===== src/rtl/ex_stage_if.sv =====
// Signal bundle between decode, hazard unit, forwarding sources and the execute stage.
// The slave modport is the execute stage's view; master is the driver's view.
interface ex_stage_if #(
  parameter int unsigned XLEN = 32
) ();
  logic            stall_e;
  logic            flush_e;
  logic            valid_d;
  logic [XLEN-1:0] rd1_d;
  logic [XLEN-1:0] rd2_d;
  logic [XLEN-1:0] pc_d;
  logic [XLEN-1:0] imm_ext_d;
  logic [4:0]      rs1_d;
  logic [4:0]      rs2_d;
  logic [4:0]      rd_d;
  logic [2:0]      alu_control_d;
  logic            alu_src_d;
  logic            reg_write_d;
  logic            mem_write_d;
  logic            jump_d;
  logic            branch_d;
  logic [1:0]      result_src_d;
  logic [1:0]      forward_a_e;
  logic [1:0]      forward_b_e;
  logic [XLEN-1:0] alu_result_m;
  logic [XLEN-1:0] result_w;

  logic [XLEN-1:0] alu_result_e;
  logic [XLEN-1:0] write_data_e;
  logic [XLEN-1:0] pc_target_e;
  logic            pc_src_e;
  logic            zero_e;
  logic [4:0]      rd_e;
  logic [4:0]      rs1_e;
  logic [4:0]      rs2_e;
  logic            reg_write_e;
  logic            mem_write_e;
  logic [1:0]      result_src_e;

  modport slave (
    input  stall_e, flush_e, valid_d, rd1_d, rd2_d, pc_d, imm_ext_d,
           rs1_d, rs2_d, rd_d, alu_control_d, alu_src_d, reg_write_d,
           mem_write_d, jump_d, branch_d, result_src_d, forward_a_e,
           forward_b_e, alu_result_m, result_w,
    output alu_result_e, write_data_e, pc_target_e, pc_src_e, zero_e,
           rd_e, rs1_e, rs2_e, reg_write_e, mem_write_e, result_src_e
  );

  modport master (
    output stall_e, flush_e, valid_d, rd1_d, rd2_d, pc_d, imm_ext_d,
           rs1_d, rs2_d, rd_d, alu_control_d, alu_src_d, reg_write_d,
           mem_write_d, jump_d, branch_d, result_src_d, forward_a_e,
           forward_b_e, alu_result_m, result_w,
    input  alu_result_e, write_data_e, pc_target_e, pc_src_e, zero_e,
           rd_e, rs1_e, rs2_e, reg_write_e, mem_write_e, result_src_e
  );
endinterface


===== src/rtl/ex_stage.sv =====
// RV32I execute stage: ID/EX pipeline register, operand forwarding, ALU,
// branch target and redirect decision. One cycle from decode inputs to EX outputs.
module ex_stage #(
  parameter int unsigned XLEN = 32
) (
  input logic         clk,
  input logic         reset,
  ex_stage_if.slave   bus
);

  typedef enum logic [2:0] {
    ALU_ADD = 3'b000,
    ALU_SUB = 3'b001,
    ALU_AND = 3'b010,
    ALU_OR  = 3'b011,
    ALU_SLT = 3'b101
  } alu_op_e;

  typedef struct packed {
    logic            valid;
    logic [XLEN-1:0] rd1;
    logic [XLEN-1:0] rd2;
    logic [XLEN-1:0] pc;
    logic [XLEN-1:0] imm;
    logic [4:0]      rs1;
    logic [4:0]      rs2;
    logic [4:0]      rd;
    logic [2:0]      alu_control;
    logic            alu_src;
    logic            reg_write;
    logic            mem_write;
    logic            jump;
    logic            branch;
    logic [1:0]      result_src;
  } idex_t;

  idex_t idex_q, idex_d;

  logic [XLEN-1:0] src_a;
  logic [XLEN-1:0] src_b;
  logic [XLEN-1:0] write_data;
  logic [XLEN-1:0] alu_result;
  logic            zero;

  // Flush beats stall; an all-zero bubble decodes as an add of zeros.
  always_comb begin
    idex_d = idex_q;
    if (bus.flush_e) begin
      idex_d = '0;
    end else if (!bus.stall_e) begin
      idex_d.valid       = bus.valid_d;
      idex_d.rd1         = bus.rd1_d;
      idex_d.rd2         = bus.rd2_d;
      idex_d.pc          = bus.pc_d;
      idex_d.imm         = bus.imm_ext_d;
      idex_d.rs1         = bus.rs1_d;
      idex_d.rs2         = bus.rs2_d;
      idex_d.rd          = bus.rd_d;
      idex_d.alu_control = bus.alu_control_d;
      idex_d.alu_src     = bus.alu_src_d;
      idex_d.reg_write   = bus.reg_write_d;
      idex_d.mem_write   = bus.mem_write_d;
      idex_d.jump        = bus.jump_d;
      idex_d.branch      = bus.branch_d;
      idex_d.result_src  = bus.result_src_d;
    end
  end

  always_ff @(posedge clk) begin
    if (reset) begin
      idex_q <= '0;
    end else begin
      idex_q <= idex_d;
    end
  end

  always_comb begin
    src_a      = idex_q.rd1;
    write_data = idex_q.rd2;
    case (bus.forward_a_e)
      2'b10:   src_a = bus.alu_result_m;
      2'b01:   src_a = bus.result_w;
      default: src_a = idex_q.rd1;
    endcase
    case (bus.forward_b_e)
      2'b10:   write_data = bus.alu_result_m;
      2'b01:   write_data = bus.result_w;
      default: write_data = idex_q.rd2;
    endcase
    src_b = idex_q.alu_src ? idex_q.imm : write_data;
  end

  always_comb begin
    alu_result = '0;
    case (idex_q.alu_control)
      ALU_ADD: alu_result = src_a + src_b;
      ALU_SUB: alu_result = src_a - src_b;
      ALU_AND: alu_result = src_a & src_b;
      ALU_OR:  alu_result = src_a | src_b;
      ALU_SLT: alu_result = {{(XLEN-1){1'b0}}, ($signed(src_a) < $signed(src_b))};
      default: alu_result = '0;
    endcase
    zero = (alu_result == '0);
  end

  assign bus.alu_result_e = alu_result;
  assign bus.write_data_e = write_data;
  assign bus.zero_e       = zero;
  assign bus.pc_target_e  = idex_q.pc + idex_q.imm;
  assign bus.pc_src_e     = idex_q.valid & (idex_q.jump | (idex_q.branch & zero));
  assign bus.reg_write_e  = idex_q.reg_write & idex_q.valid;
  assign bus.mem_write_e  = idex_q.mem_write & idex_q.valid;
  assign bus.rd_e         = idex_q.rd;
  assign bus.rs1_e        = idex_q.rs1;
  assign bus.rs2_e        = idex_q.rs2;
  assign bus.result_src_e = idex_q.result_src;

endmodule


===== src/flat_wrapper.sv =====
// flat-port wrapper written by rule: the top's interface ports become plain ports
module ex_stage_flat 
#(
  parameter int unsigned XLEN = 32
)
  (clk, reset, bus_stall_e, bus_flush_e, bus_valid_d, bus_rd1_d, bus_rd2_d, bus_pc_d, bus_imm_ext_d, bus_rs1_d, bus_rs2_d, bus_rd_d, bus_alu_control_d, bus_alu_src_d, bus_reg_write_d, bus_mem_write_d, bus_jump_d, bus_branch_d, bus_result_src_d, bus_forward_a_e, bus_forward_b_e, bus_alu_result_m, bus_result_w, bus_alu_result_e, bus_write_data_e, bus_pc_target_e, bus_pc_src_e, bus_zero_e, bus_rd_e, bus_rs1_e, bus_rs2_e, bus_reg_write_e, bus_mem_write_e, bus_result_src_e);
  ex_stage_if #(.XLEN(XLEN)) bus_i ();
  input logic clk;
  input logic reset;
  input wire logic [$bits(bus_i.stall_e)-1:0] bus_stall_e;
  input wire logic [$bits(bus_i.flush_e)-1:0] bus_flush_e;
  input wire logic [$bits(bus_i.valid_d)-1:0] bus_valid_d;
  input wire logic [$bits(bus_i.rd1_d)-1:0] bus_rd1_d;
  input wire logic [$bits(bus_i.rd2_d)-1:0] bus_rd2_d;
  input wire logic [$bits(bus_i.pc_d)-1:0] bus_pc_d;
  input wire logic [$bits(bus_i.imm_ext_d)-1:0] bus_imm_ext_d;
  input wire logic [$bits(bus_i.rs1_d)-1:0] bus_rs1_d;
  input wire logic [$bits(bus_i.rs2_d)-1:0] bus_rs2_d;
  input wire logic [$bits(bus_i.rd_d)-1:0] bus_rd_d;
  input wire logic [$bits(bus_i.alu_control_d)-1:0] bus_alu_control_d;
  input wire logic [$bits(bus_i.alu_src_d)-1:0] bus_alu_src_d;
  input wire logic [$bits(bus_i.reg_write_d)-1:0] bus_reg_write_d;
  input wire logic [$bits(bus_i.mem_write_d)-1:0] bus_mem_write_d;
  input wire logic [$bits(bus_i.jump_d)-1:0] bus_jump_d;
  input wire logic [$bits(bus_i.branch_d)-1:0] bus_branch_d;
  input wire logic [$bits(bus_i.result_src_d)-1:0] bus_result_src_d;
  input wire logic [$bits(bus_i.forward_a_e)-1:0] bus_forward_a_e;
  input wire logic [$bits(bus_i.forward_b_e)-1:0] bus_forward_b_e;
  input wire logic [$bits(bus_i.alu_result_m)-1:0] bus_alu_result_m;
  input wire logic [$bits(bus_i.result_w)-1:0] bus_result_w;
  output wire logic [$bits(bus_i.alu_result_e)-1:0] bus_alu_result_e;
  output wire logic [$bits(bus_i.write_data_e)-1:0] bus_write_data_e;
  output wire logic [$bits(bus_i.pc_target_e)-1:0] bus_pc_target_e;
  output wire logic [$bits(bus_i.pc_src_e)-1:0] bus_pc_src_e;
  output wire logic [$bits(bus_i.zero_e)-1:0] bus_zero_e;
  output wire logic [$bits(bus_i.rd_e)-1:0] bus_rd_e;
  output wire logic [$bits(bus_i.rs1_e)-1:0] bus_rs1_e;
  output wire logic [$bits(bus_i.rs2_e)-1:0] bus_rs2_e;
  output wire logic [$bits(bus_i.reg_write_e)-1:0] bus_reg_write_e;
  output wire logic [$bits(bus_i.mem_write_e)-1:0] bus_mem_write_e;
  output wire logic [$bits(bus_i.result_src_e)-1:0] bus_result_src_e;
  assign bus_i.stall_e = bus_stall_e;
  assign bus_i.flush_e = bus_flush_e;
  assign bus_i.valid_d = bus_valid_d;
  assign bus_i.rd1_d = bus_rd1_d;
  assign bus_i.rd2_d = bus_rd2_d;
  assign bus_i.pc_d = bus_pc_d;
  assign bus_i.imm_ext_d = bus_imm_ext_d;
  assign bus_i.rs1_d = bus_rs1_d;
  assign bus_i.rs2_d = bus_rs2_d;
  assign bus_i.rd_d = bus_rd_d;
  assign bus_i.alu_control_d = bus_alu_control_d;
  assign bus_i.alu_src_d = bus_alu_src_d;
  assign bus_i.reg_write_d = bus_reg_write_d;
  assign bus_i.mem_write_d = bus_mem_write_d;
  assign bus_i.jump_d = bus_jump_d;
  assign bus_i.branch_d = bus_branch_d;
  assign bus_i.result_src_d = bus_result_src_d;
  assign bus_i.forward_a_e = bus_forward_a_e;
  assign bus_i.forward_b_e = bus_forward_b_e;
  assign bus_i.alu_result_m = bus_alu_result_m;
  assign bus_i.result_w = bus_result_w;
  assign bus_alu_result_e = bus_i.alu_result_e;
  assign bus_write_data_e = bus_i.write_data_e;
  assign bus_pc_target_e = bus_i.pc_target_e;
  assign bus_pc_src_e = bus_i.pc_src_e;
  assign bus_zero_e = bus_i.zero_e;
  assign bus_rd_e = bus_i.rd_e;
  assign bus_rs1_e = bus_i.rs1_e;
  assign bus_rs2_e = bus_i.rs2_e;
  assign bus_reg_write_e = bus_i.reg_write_e;
  assign bus_mem_write_e = bus_i.mem_write_e;
  assign bus_result_src_e = bus_i.result_src_e;
  ex_stage #(.XLEN(XLEN)) u_core (.clk(clk), .reset(reset), .bus(bus_i));
endmodule

===== config.mk =====
export PLATFORM = sky130hd
export DESIGN_NAME = ex_stage_flat
export DESIGN_NICKNAME = d
export VERILOG_FILES = /design/src/rtl/ex_stage_if.sv /design/src/rtl/ex_stage.sv /design/src/flat_wrapper.sv
export SDC_FILE = /design/constraint.sdc
export NUM_CORES = 1
export LEC_CHECK = 0
export ABC_CLOCK_PERIOD_IN_PS = 16700
export CORE_MARGIN = 8
export CORE_UTILIZATION = 35
export CTS_CLUSTER_SIZE = 16
export DETAILED_ROUTE_END_ITERATION = 6
export PLACE_DENSITY_LB_ADDON = 0.08
export SYNTH_ARGS = -nofsm -noshare
export SYNTH_HDL_FRONTEND = slang
export SYNTH_SLANG_ARGS = --single-unit

===== constraint.sdc =====
create_clock -name clk -period 16.7 [get_ports clk]
set_input_delay 3.34 -clock clk [delete_from_list [all_inputs] [get_ports clk]]
set_output_delay 3.34 -clock clk [all_outputs]
set_load 0.05 [all_outputs]

### Word-level counts from Yosys, hierarchy flattened

Cells that the tools add are included.
W data, S select, Z words.

| word-level totals | value |
|---|---|
| register bits after elaboration | 154 |
| memories kept | 0 |
| input port bits | 226 |
| RAM bits | 0 |
| word-level logic and storage cells | 41 |
| latch bits | 0 |
| bits in read-only memories | 0 |

| operators by class | value |
|---|---|
| shift operators | 0 |
| reductions and logical operators | 3 |
| eq/ne operators | 8 |
| div/mod/pow operators | 0 |
| $mul | 0 |
| bitwise operators | 7 |
| muxes and demuxes | 4 |
| magnitude comparators | 1 |
| $add $sub $neg | 3 |

Operators with widths:

| operator | count |
|---|---|
| $pmux W32 S5 | 1 |
| $pmux W32 S2 | 2 |
| $add A32 B32 Y32 | 2 |
| $and A32 B32 Y32 | 1 |
| $logic_not A32 Y1 | 1 |
| $lt A32 B32 Y1 | 1 |
| $mux W32 | 1 |
| $or A32 B32 Y32 | 1 |
| $sub A32 B32 Y32 | 1 |
| $eq A3 B2 Y1 const B | 2 |
| $and A1 B1 Y1 | 4 |
| $eq A2 B1 Y1 const B | 2 |
| $eq A2 B2 Y1 const B | 2 |
| $eq A3 B1 Y1 const B | 1 |
| $eq A3 B3 Y1 const B | 1 |
| $logic_not A3 Y1 | 1 |
| $reduce_or A2 Y1 | 1 |
| $or A1 B1 Y1 | 1 |

### Longest topological paths before layout

| depth | value |
|---|---|
| depth in word-level cells | 9 |
| depth in mapped cells | 20 |
| gate-level depth less buffers | 20 |

### Worst setup path before layout

OpenSTA, ideal clock, no wires.

| timing path | value |
|---|---|
| path type | input-to-output |
| start point | in bus_forward_b_e[0] |
| end point | out bus_zero_e |
| stages | 20 |
| data required time | 13,360 ps |
| data arrival time | 8,920 ps |
| setup slack | 4,440 ps |
| cells stage by stage | inv_1 ha_1 clkbuf_1 buf_1 a21oi_1 o21ai_0 ha_1 inv_1 fa_1 nor2b_1 o2111ai_1 nand2_1 mux2i_1 nand3_1 or4_1 or4b_1 nor4_1 and4bb_1 nand4_2 nor3_1 |

| between the ends | value |
|---|---|
| longest elaborated chain between the ends | 6 |
| elaborated cells on any way between the ends | 11 |
| classes of those cells | add/sub: 2; order compare: 1; eq/ne: 2; mux: 3; bitwise: 2; reduce/logical: 1 |

RTL lines:

| item | line | text |
|---|---|---|
| from (decl) | flat_wrapper.sv:28 | `input wire logic [$bits(bus_i.forward_b_e)-1:0] bus_forward_b_e;` |
| $eq A2 B1 Y1 / $eq A2 B2 Y1 (equally long branches) | ex_stage.sv:85 | `case (bus.forward_b_e)` |
| $pmux W32 S2 (*) | ex_stage.sv:85 |  |
| $mux W32 (*) | ex_stage.sv:90 | `src_b = idex_q.alu_src ? idex_q.imm : write_data;` |
| $sub A32 B32 Y32, or another cell as far along | ex_stage.sv:97 | `ALU_SUB: alu_result = src_a - src_b;` |
| $pmux W32 S5 (*) | ex_stage.sv:95 | `case (idex_q.alu_control)` |
| named net bus_alu_result_e[6] | flat_wrapper.sv:31 | `output wire logic [$bits(bus_i.alu_result_e)-1:0] bus_alu_result_e;` |
| $logic_not A32 Y1 (*) | ex_stage.sv:103 | `zero = (alu_result == '0);` |
| to (decl) | flat_wrapper.sv:35 | `output wire logic [$bits(bus_i.zero_e)-1:0] bus_zero_e;` |

Mark *: on every way through the listed nets, which the timed path passes. The rest lies on a longest branch.

### Final worst setup path

| timing path | value |
|---|---|
| start point | in bus_forward_b_e[0] |
| end point | out bus_pc_src_e |

| between the ends | value |
|---|---|
| longest elaborated chain between the ends | 9 |
| elaborated cells on any way between the ends | 14 |
| classes of those cells | add/sub: 2; order compare: 1; eq/ne: 2; mux: 3; bitwise: 5; reduce/logical: 1 |

RTL lines:

| item | line | text |
|---|---|---|
| $eq A2 B1 Y1 / $eq A2 B2 Y1 (equally long branches) | ex_stage.sv:85 |  |
| $pmux W32 S2 (*) | ex_stage.sv:85 |  |
| $mux W32 (*) | ex_stage.sv:90 |  |
| $sub A32 B32 Y32, or another cell as far along | ex_stage.sv:97 |  |
| $pmux W32 S5 (*) | ex_stage.sv:95 |  |
| $logic_not A32 Y1 (*) | ex_stage.sv:103 |  |
| $and A1 B1 Y1 (*) | ex_stage.sv:110 | `assign bus.pc_src_e = idex_q.valid & (idex_q.jump \| (idex_q.branch & zero));` |
| $or A1 B1 Y1 (*) | ex_stage.sv:110 |  |
| $and A1 B1 Y1 (*) | ex_stage.sv:110 |  |
| to (decl) | flat_wrapper.sv:34 | `output wire logic [$bits(bus_i.pc_src_e)-1:0] bus_pc_src_e;` |

Every way passes the cells marked *; elsewhere a longest branch is shown, timed or not.

==> results.toml <==
[cts]
clock-sinks = 154
htreeDepth = 4
clock_latency_ps = 460
cts_setup_buffers = 0
cts_buffer_depth = 2
tritoncts = "built"
ctsResizeCount = 0
cts-root-buf = "clkbuf_16"
path_clk_slew_ps = 60
cts-buffers-inserted = 17
cts_hold_buf = 0

[sta]
tns_ps = 0
layout_setup_ws_ps = 3240
timing.max_slew.rel_slack_pct = 25.1
fmax_ghz = 0.0743
worst_pin_slew_ps = 1120
slew_viol_final = 0
hold_slack_ps = 493
rsz0062_at_grt = "false"
setup_viol = 0
layout_min_cycle_time_ps = 13460
finalCritPeriodShare_pct = 80.6
skew_ps = 0
hold_viol = 0

[synthesis]
yosysTopAreaCell = "dfxtp_1"
synth_top_area_share_pct = 21.9
synthDistinctLibCells = 85
netlist_area_sq_um = 14100
syn_avg_cell_area_sq_um = 7.50
syn_inst = 1875
syn_nets = 2235
ys_seq_elements = 154
ys_warn_count = 0
synthArstFlopShare_pct = 0
yosysSeqAreaShare_pct = 21.9
synth_flop_cell = "dfxtp_1"
synth_area_leaders = "dfxtp_1, ha_1, mux2i_1"
synth_edf_count = 0

[placement]
port-buffer-count = 342
gp_congestion = 0.923
dp_cells = 2622
dp_hpwl_um = 47900
pre_cts_ws_ps = 3210

[global_route]
grt_overflow = 0
grt_max_degree = 81
grt_pass1_wl_um = 88800
antenna_found_initial = 23
grt_pass1_vias = 14063
grt_usage_pct = 24.6

[pwr]
ir_drop_mv = 0.102
p_switching_mw = 0.557
clkPwrFrac_pct = 27.8
cellInternalPower_mw = 0.816
p_leak_nw = 7.80
netSwitchingFraction_pct = 40.6
power_frac_seq_pct = 28.4
powerDensity_nw_per_um2 = 75.3
p_comb_share_pct = 43.8

[finish]
final_common_cell = "clkdlybuf4s50_1"
final_cell_mix = "clkdlybuf4s50_1, nor2_1, mux2i_1"
fin_cells = 2662
drive_above_1_share_pct = 3.76
nets = 2476
areaGrowthSynthToFinish_pct = 29.7

[floorplanning]
rows = 73
io_pins = 343
core_area_sq_um = 39700
die_area_sq_um = 46800
fp.dieH_um = 216
die_w_um = 216
initial_core_util_pct = 35.4

[hold_path]
hold_class = "reg2reg"

[worst_setup_path]
crit_path_start_kind = "input pin"
crit_required_ps = 13360
end_kind = "output port"
ff2ff_setup_slack_ps = 15460
crit_type = "in2out"
critPathArrivalTime_ps = 10120
crit_path_max_fanout = 64

[detailed_routing]
routedWlPerCell_um = 22.5
vias = 14660
drtIter0Drc = 1100
final_antenna_net_count = 0
drtPass1Iterations = 5
finalWirelength_um = 59800
routed_via_density = 5.51
drc = 0

[run]
maxCapViolations = 0

[status]
status = "finished clean"
-- cell usage after synthesis, types with 4 or more instances --
| cell type | count |
|---|---|
| nor2_1 | 263 |
| mux2i_1 | 162 |
| dfxtp_1 | 154 |
| nand2_1 | 153 |
| inv_1 | 137 |
| ha_1 | 131 |
| a21oi_1 | 122 |
| o21ai_0 | 117 |
| clkbuf_1 | 79 |
| a22oi_1 | 67 |
| xnor2_1 | 35 |
| nor3_1 | 33 |
| a21o_1 | 30 |
| nand3_1 | 26 |
| o211ai_1 | 25 |
| buf_1 | 19 |
| buf_4 | 19 |
| nor2b_1 | 18 |
| nand2b_1 | 17 |
| a211oi_1 | 16 |
| o21a_1 | 15 |
| buf_2 | 14 |
| or3_1 | 14 |
| and2_1 | 13 |
| and3_1 | 13 |
| o22ai_1 | 13 |
| nor4_1 | 12 |
| a31oi_1 | 10 |
| xor2_1 | 9 |
| o31ai_1 | 8 |
| a211o_1 | 7 |
| o2111ai_1 | 7 |
| a2111oi_0 | 6 |
| nand4_1 | 6 |
| or2_2 | 6 |
| o21bai_1 | 5 |
| o311ai_0 | 5 |
| a21boi_0 | 4 |
| and4_1 | 4 |
-- critical path, stage by stage --
cell and delay (ps):
clkdlybuf4s50_1 500, inv_1 50, ha_2 300, buf_4 500
a21oi_1 180, o21ai_0 380, ha_1 260, inv_1 70
fa_1 440, nor2b_1 170, o2111ai_1 200, nand2_1 210
mux2i_1 200, nand3_1 120, or4_1 570, or4b_1 540
nor4_1 400, and4bb_1 280, nand4_2 180, o41ai_2 320
clkdlybuf4s50_1 850
-- worst paths after layout --
check / depth (start not counted) / endpoint / startpoint
setup / recovery: 21 / bus_pc_src_e / bus_forward_b_e[0]
hold / removal: 2 / u_core.idex_q[138] / u_core.idex_q[138]
setup reg to reg: 2 / u_core.idex_q[7] / u_core.idex_q[7]
hold reg to reg: 2 / u_core.idex_q[138] / u_core.idex_q[138]
-- state kept, by name (all words and copies together), names as in the netlist --
name,cells
u_core.bus.rs2_e,5
u_core.bus.result_src_e,2
u_core.bus.rd_e,5
u_core.idex_q,137
u_core.bus.rs1_e,5
-- metal layers --
metal / up-vias / GRT usage, % / wire length [um]
met5: - / 0 / 149
met4: 22 / 6.22 / 1120
met3: 86 / 8.16 / 4910
met2: 528 / 38.6 / 27000
met1: 6931 / 32.0 / 26600
li1: 7093 / - / -
-- stage by stage --
stage | util, % | area, sq um | power [mW]
after floorplan | - | 14100 | 0.782
after global placement | 44.4 | 17600 | 0.994
after detailed placement | 44.4 | 17600 | 0.992
after CTS | 45.8 | 18200 | 1.38
after global routing | 45.8 | 18200 | 1.44
final | 45.9 | 18200 | 1.37
-- power by group through the flow --
stage               Clock (mW)  Sequential [mW]  Combinational, mW
finish                   0.382            0.390              0.601
global route             0.408            0.392              0.642
CTS                      0.392            0.390              0.597
floorplan                    0            0.393              0.390
global placement             0            0.398              0.595
detailed placement           0            0.398              0.594
-- area by class of cell --
| cell class | count | area [sq um] |
|---|---|---|
| antenna | 10 | 25.0 |
| clock buffer | 20 | 457 |
| clock inverter | 10 | 93.8 |
| fill | 3969 | 21500 |
| inverter | 138 | 518 |
| multi-input combinational | 1451 | 9870 |
| sequential | 154 | 3090 |
| tap | 525 | 657 |
| timing repair buffer | 354 | 3520 |
-- cell families (layout without fill, tap and decap cells) --
logic type | count (synthesis) | in the layout | synth area share, %
mux | 165 | 165 | 11.9
flops | 154 | 154 | 21.9
other cells | 0 | 10 | 0
compound gates | 508 | 508 | 23.9
simple gates | 600 | 600 | 19.6
buf+inv | 270 | 522 | 7.90
xor+xnor | 44 | 44 | 2.74
fa+ha+maj | 134 | 134 | 12.1
Power figures use the tool's default switching activity.
